$ cat src/rtl/demux1to16_frame.sv
// rtl/demux1to16_frame.sv - serial-to-parallel frame receiver for the 16-to-1 mux link
module demux1to16_frame #(
    parameter int NCH  = 16,
    parameter int SELW = 4,
    parameter int CONT = 0
) (
    input  logic            clk,
    input  logic            rst,
    input  logic            start,
    input  logic            in,
    input  logic            in_valid,
    output logic [NCH-1:0]  out,
    output logic            out_valid,
    output logic [SELW-1:0] sel,
    output logic            busy,
    output logic            frame_err
);

    typedef enum logic {
        IDLE,
        COLLECT
    } state_t;

    localparam logic [SELW-1:0] SEL_ZERO = '0;
    localparam logic [SELW-1:0] SEL_ONE  = SELW'(1);
    localparam logic [SELW-1:0] SEL_LAST = SELW'(NCH - 1);
    localparam logic [NCH-1:0]  ZERO     = '0;

    state_t          state;
    logic [NCH-1:0]  shadow;
    logic [NCH-1:0]  first_word;
    logic            frame_done;

    // Shadow contents when a frame restarts with a valid bit landing on channel 0.
    always_comb begin
        first_word    = ZERO;
        first_word[0] = in;
    end

    // The last channel of a frame is being filled this cycle.
    always_comb begin
        frame_done = 1'b0;
        if (state == COLLECT && in_valid && sel == SEL_LAST) begin
            frame_done = 1'b1;
        end
    end

    // Frame sequencer: collects bits into the shadow and publishes complete words.
    always_ff @(posedge clk) begin
        if (rst) begin
            state     <= IDLE;
            sel       <= SEL_ZERO;
            shadow    <= ZERO;
            out       <= ZERO;
            out_valid <= 1'b0;
            busy      <= 1'b0;
            frame_err <= 1'b0;
        end else begin
            out_valid <= 1'b0;
            case (state)
                IDLE: begin
                    if (start) begin
                        state <= COLLECT;
                        busy  <= 1'b1;
                        if (in_valid) begin
                            shadow <= first_word;
                            sel    <= SEL_ONE;
                        end else begin
                            shadow <= ZERO;
                            sel    <= SEL_ZERO;
                        end
                    end else if (in_valid) begin
                        // A bit with no frame open has nowhere to go.
                        frame_err <= 1'b1;
                    end
                end
                COLLECT: begin
                    if (frame_done) begin
                        // The final bit belongs to the current frame even if start arrives with it.
                        out       <= {in, shadow[NCH-2:0]};
                        out_valid <= 1'b1;
                        sel       <= sel + SEL_ONE;
                        shadow    <= ZERO;
                        if (start || CONT != 0) begin
                            state <= COLLECT;
                            busy  <= 1'b1;
                        end else begin
                            state <= IDLE;
                            busy  <= 1'b0;
                        end
                    end else if (start) begin
                        // sel at zero means nothing has been collected, so nothing is lost.
                        if (sel != SEL_ZERO) begin
                            frame_err <= 1'b1;
                        end
                        if (in_valid) begin
                            shadow <= first_word;
                            sel    <= SEL_ONE;
                        end else begin
                            shadow <= ZERO;
                            sel    <= SEL_ZERO;
                        end
                    end else if (in_valid) begin
                        shadow[sel] <= in;
                        sel         <= sel + SEL_ONE;
                    end
                end
                default: begin
                    state <= IDLE;
                    busy  <= 1'b0;
                end
            endcase
        end
    end

endmodule

$ cat config.mk
export PLATFORM = sky130hd
export DESIGN_NAME = demux1to16_frame
export DESIGN_NICKNAME = d
export VERILOG_FILES = /design/src/rtl/demux1to16_frame.sv
export SDC_FILE = /design/constraint.sdc
export NUM_CORES = 1
export LEC_CHECK = 0
export ABC_CLOCK_PERIOD_IN_PS = 2900
export BUFFER_PORTS_ARGS = -buffer_cell sky130_fd_sc_hd__buf_2
export CORE_MARGIN = 4
export CORE_UTILIZATION = 34
export CTS_CLUSTER_SIZE = 8
export DETAILED_ROUTE_END_ITERATION = 7
export SYNTH_ARGS = -nofsm -noshare
export SYNTH_HDL_FRONTEND = slang
export SYNTH_SLANG_ARGS = --single-unit
$ cat constraint.sdc
create_clock -name clk -period 2.9 [get_ports clk]
set_input_delay 0.29 -clock clk [delete_from_list [all_inputs] [get_ports clk]]
set_output_delay 0.29 -clock clk [all_outputs]
set_load 0.005 [all_outputs]
==> flow_summary.toml, run 1 <==
[worst_setup_path]
required_ns = 3.05
start_kind = "flop"
cp_max_fo = 24
crit_arrival_ns = 2.17
end_kind = "flop"
r2r_slack_ns = 0.88
crit_type = "reg -> reg"

[sta]
slew_headroom_pct = 49.3
hold_viol = 0
finalCritPeriodShare_pct = 69.7
slew_viol_final = 0
layout_min_cycle_time_ns = 2.02
clock.fmax_ghz = 0.495
finalSetupTns_ns = 0
setup_viol = 0
max_slew.worst_pin.slew_ns = 0.760
skew_ns = 0.00483
hold_ws_ns = 0.334
rsz0062_at_grt = "false"

[detailed_routing]
drc = 0
antenna_left = 0
vias_per_cell = 5.45
vias = 1683
wirelength_um = 4430
dr.pass1.iters = 4
drt-initial-drc-count = 143
post_drt_wl_per_cell_um = 14.3

[clocking]
cts_tree = "yes"
cts.clk_slew.worst_paths_ns = 0.07
cts.root.buffer_cell = "clkbuf_8"
hold_buffers = 0
cts_resized = 0
post_cts_buffers = 0
numCtsBuffers = 5
worstSkewPairLatency_ns = 0.29
h-tree-depth = 2
clkSinkCount = 39
clock_path_buffers = 2

[synthesis]
syn-cell-area_sq_um = 1850
syn-num-nets = 235
netlist_instances = 226
seq_area_frac_synth_pct = 42.2
yosys_warnings = 0
ys_seq_elements = 39
ys_types = 35
syn_avg_cell_area_sq_um = 8.18

[pwr]
power_density_nw_per_um2 = 474
power_uw = 970
vdd_ir_drop_max_mv = 0.199
p_leak_nw = 0.707

[grt]
grt_usage_pct = 14.6
grt_pass1_vias = 1577
grt_pass1_wl_um = 7610
grt_max_degree = 29
grt-ovfl-total = 0
antenna_found_initial = 0

[place]
placed_cell_area_sq_um = 1970
gp_congestion = 0.820
dp_cells = 301
dp_hpwl_um = 2920
port_buffers = 27

[finish]
fin_cells = 309
fin_area_sq_um = 2050
drive_gt1_share_pct = 17.2
diodes = 0
mostFrequentLayoutCells = "39 x dfxtp_1, 35 x a21oi_1, 30 x o21ai_0"
nNetsFinal = 247
layout_commonest_cell = "dfxtp_1"
syn2layout_area_growth_pct = 10.8

[floorplan]
io_pins = 28
rows = 26
fp.dieArea_sq_um = 6680
initial_core_util_pct = 35.5
core-area_sq_um = 5200
die_h_um = 81.8
die_x_um = 81.8

[hold_path]
hp-class = "in -> reg"

[outcome]
status = "finished, final reports clean"

[job]
max_cap_violations = 0
## registers in the layout (all words and copies together) (netlist names)
register / flops
shadow: 15
frame_err: 1
out_valid: 1
busy: 1
out: 16
sel: 4
state: 1
## cells in the mapped netlist (all sizes together)
cell,count,area share (%)
or3,1,0.34
a211oi,1,0.68
a311oi,2,0.95
nor2b,2,0.68
nand4,13,4.4
nand4bb,1,0.61
xor2,1,0.47
nor2,4,0.81
a21o,1,0.41
ha,4,2.7
nor3b,1,0.41
buf,19,6.0
nor3,2,0.54
o21a,1,0.41
nand3b,8,3.2
nand2,3,0.61
a21oi,35,9.5
clkbuf,8,1.7
nand3,28,7.8
and4bb,1,0.68
o2bb2ai,1,0.47
and3,1,0.34
and2,3,1.0
and2b,1,0.41
a31oi,2,0.68
o21ai,31,8.4
o211ai,4,1.6
inv,7,1.4
dfxtp,39,42
or3b,1,0.47
## area by class of cell
type | instances | area, sq um
multi-input cells | 153 | 900
well taps | 70 | 87.6
repair buffers | 32 | 173
clock buffers | 7 | 76.3
inverters | 7 | 26.3
flip-flops and latches | 39 | 781
fillers | 579 | 3160
clock inverters | 1 | 5.00
## critical path, cell delays in order, from the launching register on
cell     delay [ns]
dfxtp_1        0.74
nand3_1        0.56
buf_4          0.34
o21ai_0        0.15
a21oi_1        0.08
## worst paths after layout
kind                   from     end  depth (start not counted)
setup / recovery     sel[3]  out[6]                          4
hold / removal        start  sel[2]                          2
setup reg to reg     sel[3]  out[6]                          4
hold reg to reg   shadow[8]  out[8]                          2
## cells by family after synthesis
| logic type | Yosys count | synth area share (%) |
|---|---|---|
| fa+ha+maj | 4 | 2.71 |
| buf+inv | 34 | 9.13 |
| compound gates | 78 | 23.1 |
| xor+xnor | 1 | 0.474 |
| flops | 39 | 42.2 |
| simple gates | 70 | 22.4 |
## routing by layer
layer / up-vias / wire length [um] / track usage, %
li1: 841 / - / -
met4: 0 / 77 / 4.82
met3: 10 / 277 / 4.50
met5: - / 0 / 0
met2: 47 / 1930 / 21.2
met1: 785 / 2140 / 20.5
## report_power, final
group / switching, mW / internal, mW / leakage (nW)
Sequential: 0.00737 / 0.541 / 0.315
Combinational: 0.0514 / 0.0199 / 0.349
Clock: 0.182 / 0.169 / 0.0422
Total: 0.241 / 0.729 / 0.707
## through the flow
step / util, % / setup WS [ns]
4_1_cts: 39.4 / 0.867
6_report: 39.4 / 0.879
2_1_floorplan: - / 1.43
5_1_grt: 39.4 / 0.675
3_5_place_dp: 37.8 / 0.924
3_3_place_gp: 37.8 / 1.03
(Power assumes the default switching activity.)
==> run 2: changes to the inputs <==
--- a/config.mk
+++ b/config.mk
@@ -5,7 +5,7 @@
 export SDC_FILE = /design/constraint.sdc
 export NUM_CORES = 1
 export LEC_CHECK = 0
-export ABC_CLOCK_PERIOD_IN_PS = 2900
+export ABC_CLOCK_PERIOD_IN_PS = 1800
 export BUFFER_PORTS_ARGS = -buffer_cell sky130_fd_sc_hd__buf_2
 export CORE_MARGIN = 4
 export CORE_UTILIZATION = 34
==> constraint.sdc (replaced) <==
create_clock -name clk -period 1.8 [get_ports clk]
set_input_delay 0.18 -clock clk [delete_from_list [all_inputs] [get_ports clk]]
set_output_delay 0.18 -clock clk [all_outputs]
set_load 0.005 [all_outputs]
==> run 2 against run 1 <==
Utilization up 2.1 points. Combinational power up 91%. Flip-flop and latch count unchanged. Die area unchanged. Final area up 5.4%. Total power up 66%. Worst setup slack worse by 0.59 ns. Largest cell class unchanged. Global-route usage up 0.99 points.
==> flow_summary.toml, run 2 (synthesis results as in run 1) <==
[floorplan]
die_h_um = 81.8
fp.dieArea_sq_um = 6680
die_x_um = 81.8
rows = 26
core-area_sq_um = 5200
initial_core_util_pct = 35.5
io_pins = 28

[finish]
mostFrequentLayoutCells = "39 x dfxtp_1, 35 x a21oi_1, 30 x o21ai_0"
syn2layout_area_growth_pct = 16.8
multiInputGateArea_sq_um = 900
layout_commonest_cell = "dfxtp_1"
fin_area_sq_um = 2160
nNetsFinal = 261
largest_reg_flops = 16
fin_cells = 322
diodes = 0
seqCellArea_sq_um = 781
num-fill-cells = 562
drive_gt1_share_pct = 22.2
top_regs = "out x16, shadow x15, sel x4"
top_register = "out"

[pwr]
power_mw = 1.61
p_leak_nw = 0.782
power_density_nw_per_um2 = 745
vdd_ir_drop_max_mv = 0.276

[sta]
max_slew.worst_pin.slew_ns = 0.415
skew_ns = 0.00471
hold_viol = 0
layout_min_cycle_time_ns = 1.51
slew_viol_final = 0
setup_ws_ns = 0.287
clock.fmax_ghz = 0.661
setup_viol = 0
rsz0062_at_grt = "false"
finalSetupTns_ns = 0
finalCritPeriodShare_pct = 84.0
slew_headroom_pct = 72.3

[worst_setup_path]
crit_type = "reg -> reg"
crit_start = "sel[1]"
r2r_slack_ns = 0.29
required_ns = 2.02
rr_worst_depth = 5
crit_arrival_ns = 1.73
cp_max_fo = 10
worstReg2RegEnd = "out[15]"
timing.rr.start = "sel[1]"
endpoint = "out[15]"
start_kind = "flop"
end_kind = "flop"

[clocking]
cts_resized = 0
cts.clk_slew.worst_paths_ns = 0.07
post_cts_buffers = 0
cts_tree = "yes"
clkSinkCount = 39
cts.root.buffer_cell = "clkbuf_8"
h-tree-depth = 2
clock_path_buffers = 2
numCtsBuffers = 5
worstSkewPairLatency_ns = 0.28
hold_buffers = 0

[place]
dp_hpwl_um = 3390
dp_slack_ns = 0.299
gp_congestion = 0.810
placed_cell_area_sq_um = 2070
dp_cells = 315
port_buffers = 27

[grt]
grt_pass1_vias = 1680
grt_max_degree = 18
grt_pass1_wl_um = 8140
antenna_found_initial = 0
grt-ovfl-total = 0
grt_usage_pct = 15.6

[detailed_routing]
vias_per_cell = 5.30
vias = 1707
drt-initial-drc-count = 81
antenna_left = 0
wirelength_um = 4770
dr.pass1.iters = 4
drc = 0
post_drt_wl_per_cell_um = 14.8

[job]
max_cap_violations = 0

[hold_path]
hp-class = "in -> reg"

[outcome]
status = "finished, final reports clean"
[run 2: cell count changes in the layout (fill, tap and decap cells not counted)]
cell / previous run / this run
clkbuf_8: 5 / 6
clkbuf_1: 2 / 0
buf_4: 5 / 19
[run 2: final cells by class]
cell class	instances	share of cell area (%)
multi-input combinational	153	41.7
timing repair buffer	46	12.9
clock inverter	1	0.232
sequential	39	36.2
clock buffer	6	3.82
tap	70	4.06
inverter	7	1.22
[run 2: how the worst min path moves through the flow]
stage / cells after the start / startpoint / to / slack (ns)
2_1_floorplan: 2 / shadow[10] / out[10] / 0.44
6_report: 2 / rst / state / 0.24
4_1_cts: 2 / rst / state / 0.23
5_1_grt: 2 / rst / state / 0.26
3_5_place_dp: 1 / busy / busy / 0.45
3_3_place_gp: 1 / busy / busy / 0.45
[run 2: layer usage]
layer	global-route usage, %	wire (um)
met3	2.96	196
met5	0	0
met1	21.1	2430
met4	4.49	57
met2	25.2	2090
[run 2: per-stage QoR]
step | hold WS [ns] | utilization (%)
after CTS | 0.234 | 41.5
after floorplan | 0.440 | -
after detailed placement | 0.450 | 39.8
after global routing | 0.257 | 41.5
final | 0.236 | 41.5
after global placement | 0.451 | 39.8
[run 2: power by group]
part,internal (mW),switching [mW]
combinational,0.0451,0.0910
sequential,0.871,0.0108
clock,0.301,0.291
total,1.22,0.393
[run 2: worst max-delay path: stages (launching register included)]
cell and delay [ns]:
dfxtp_1 0.44, ha_1 0.31, and3_1 0.27, buf_4 0.21, nand3_1 0.10, a21oi_1 0.13
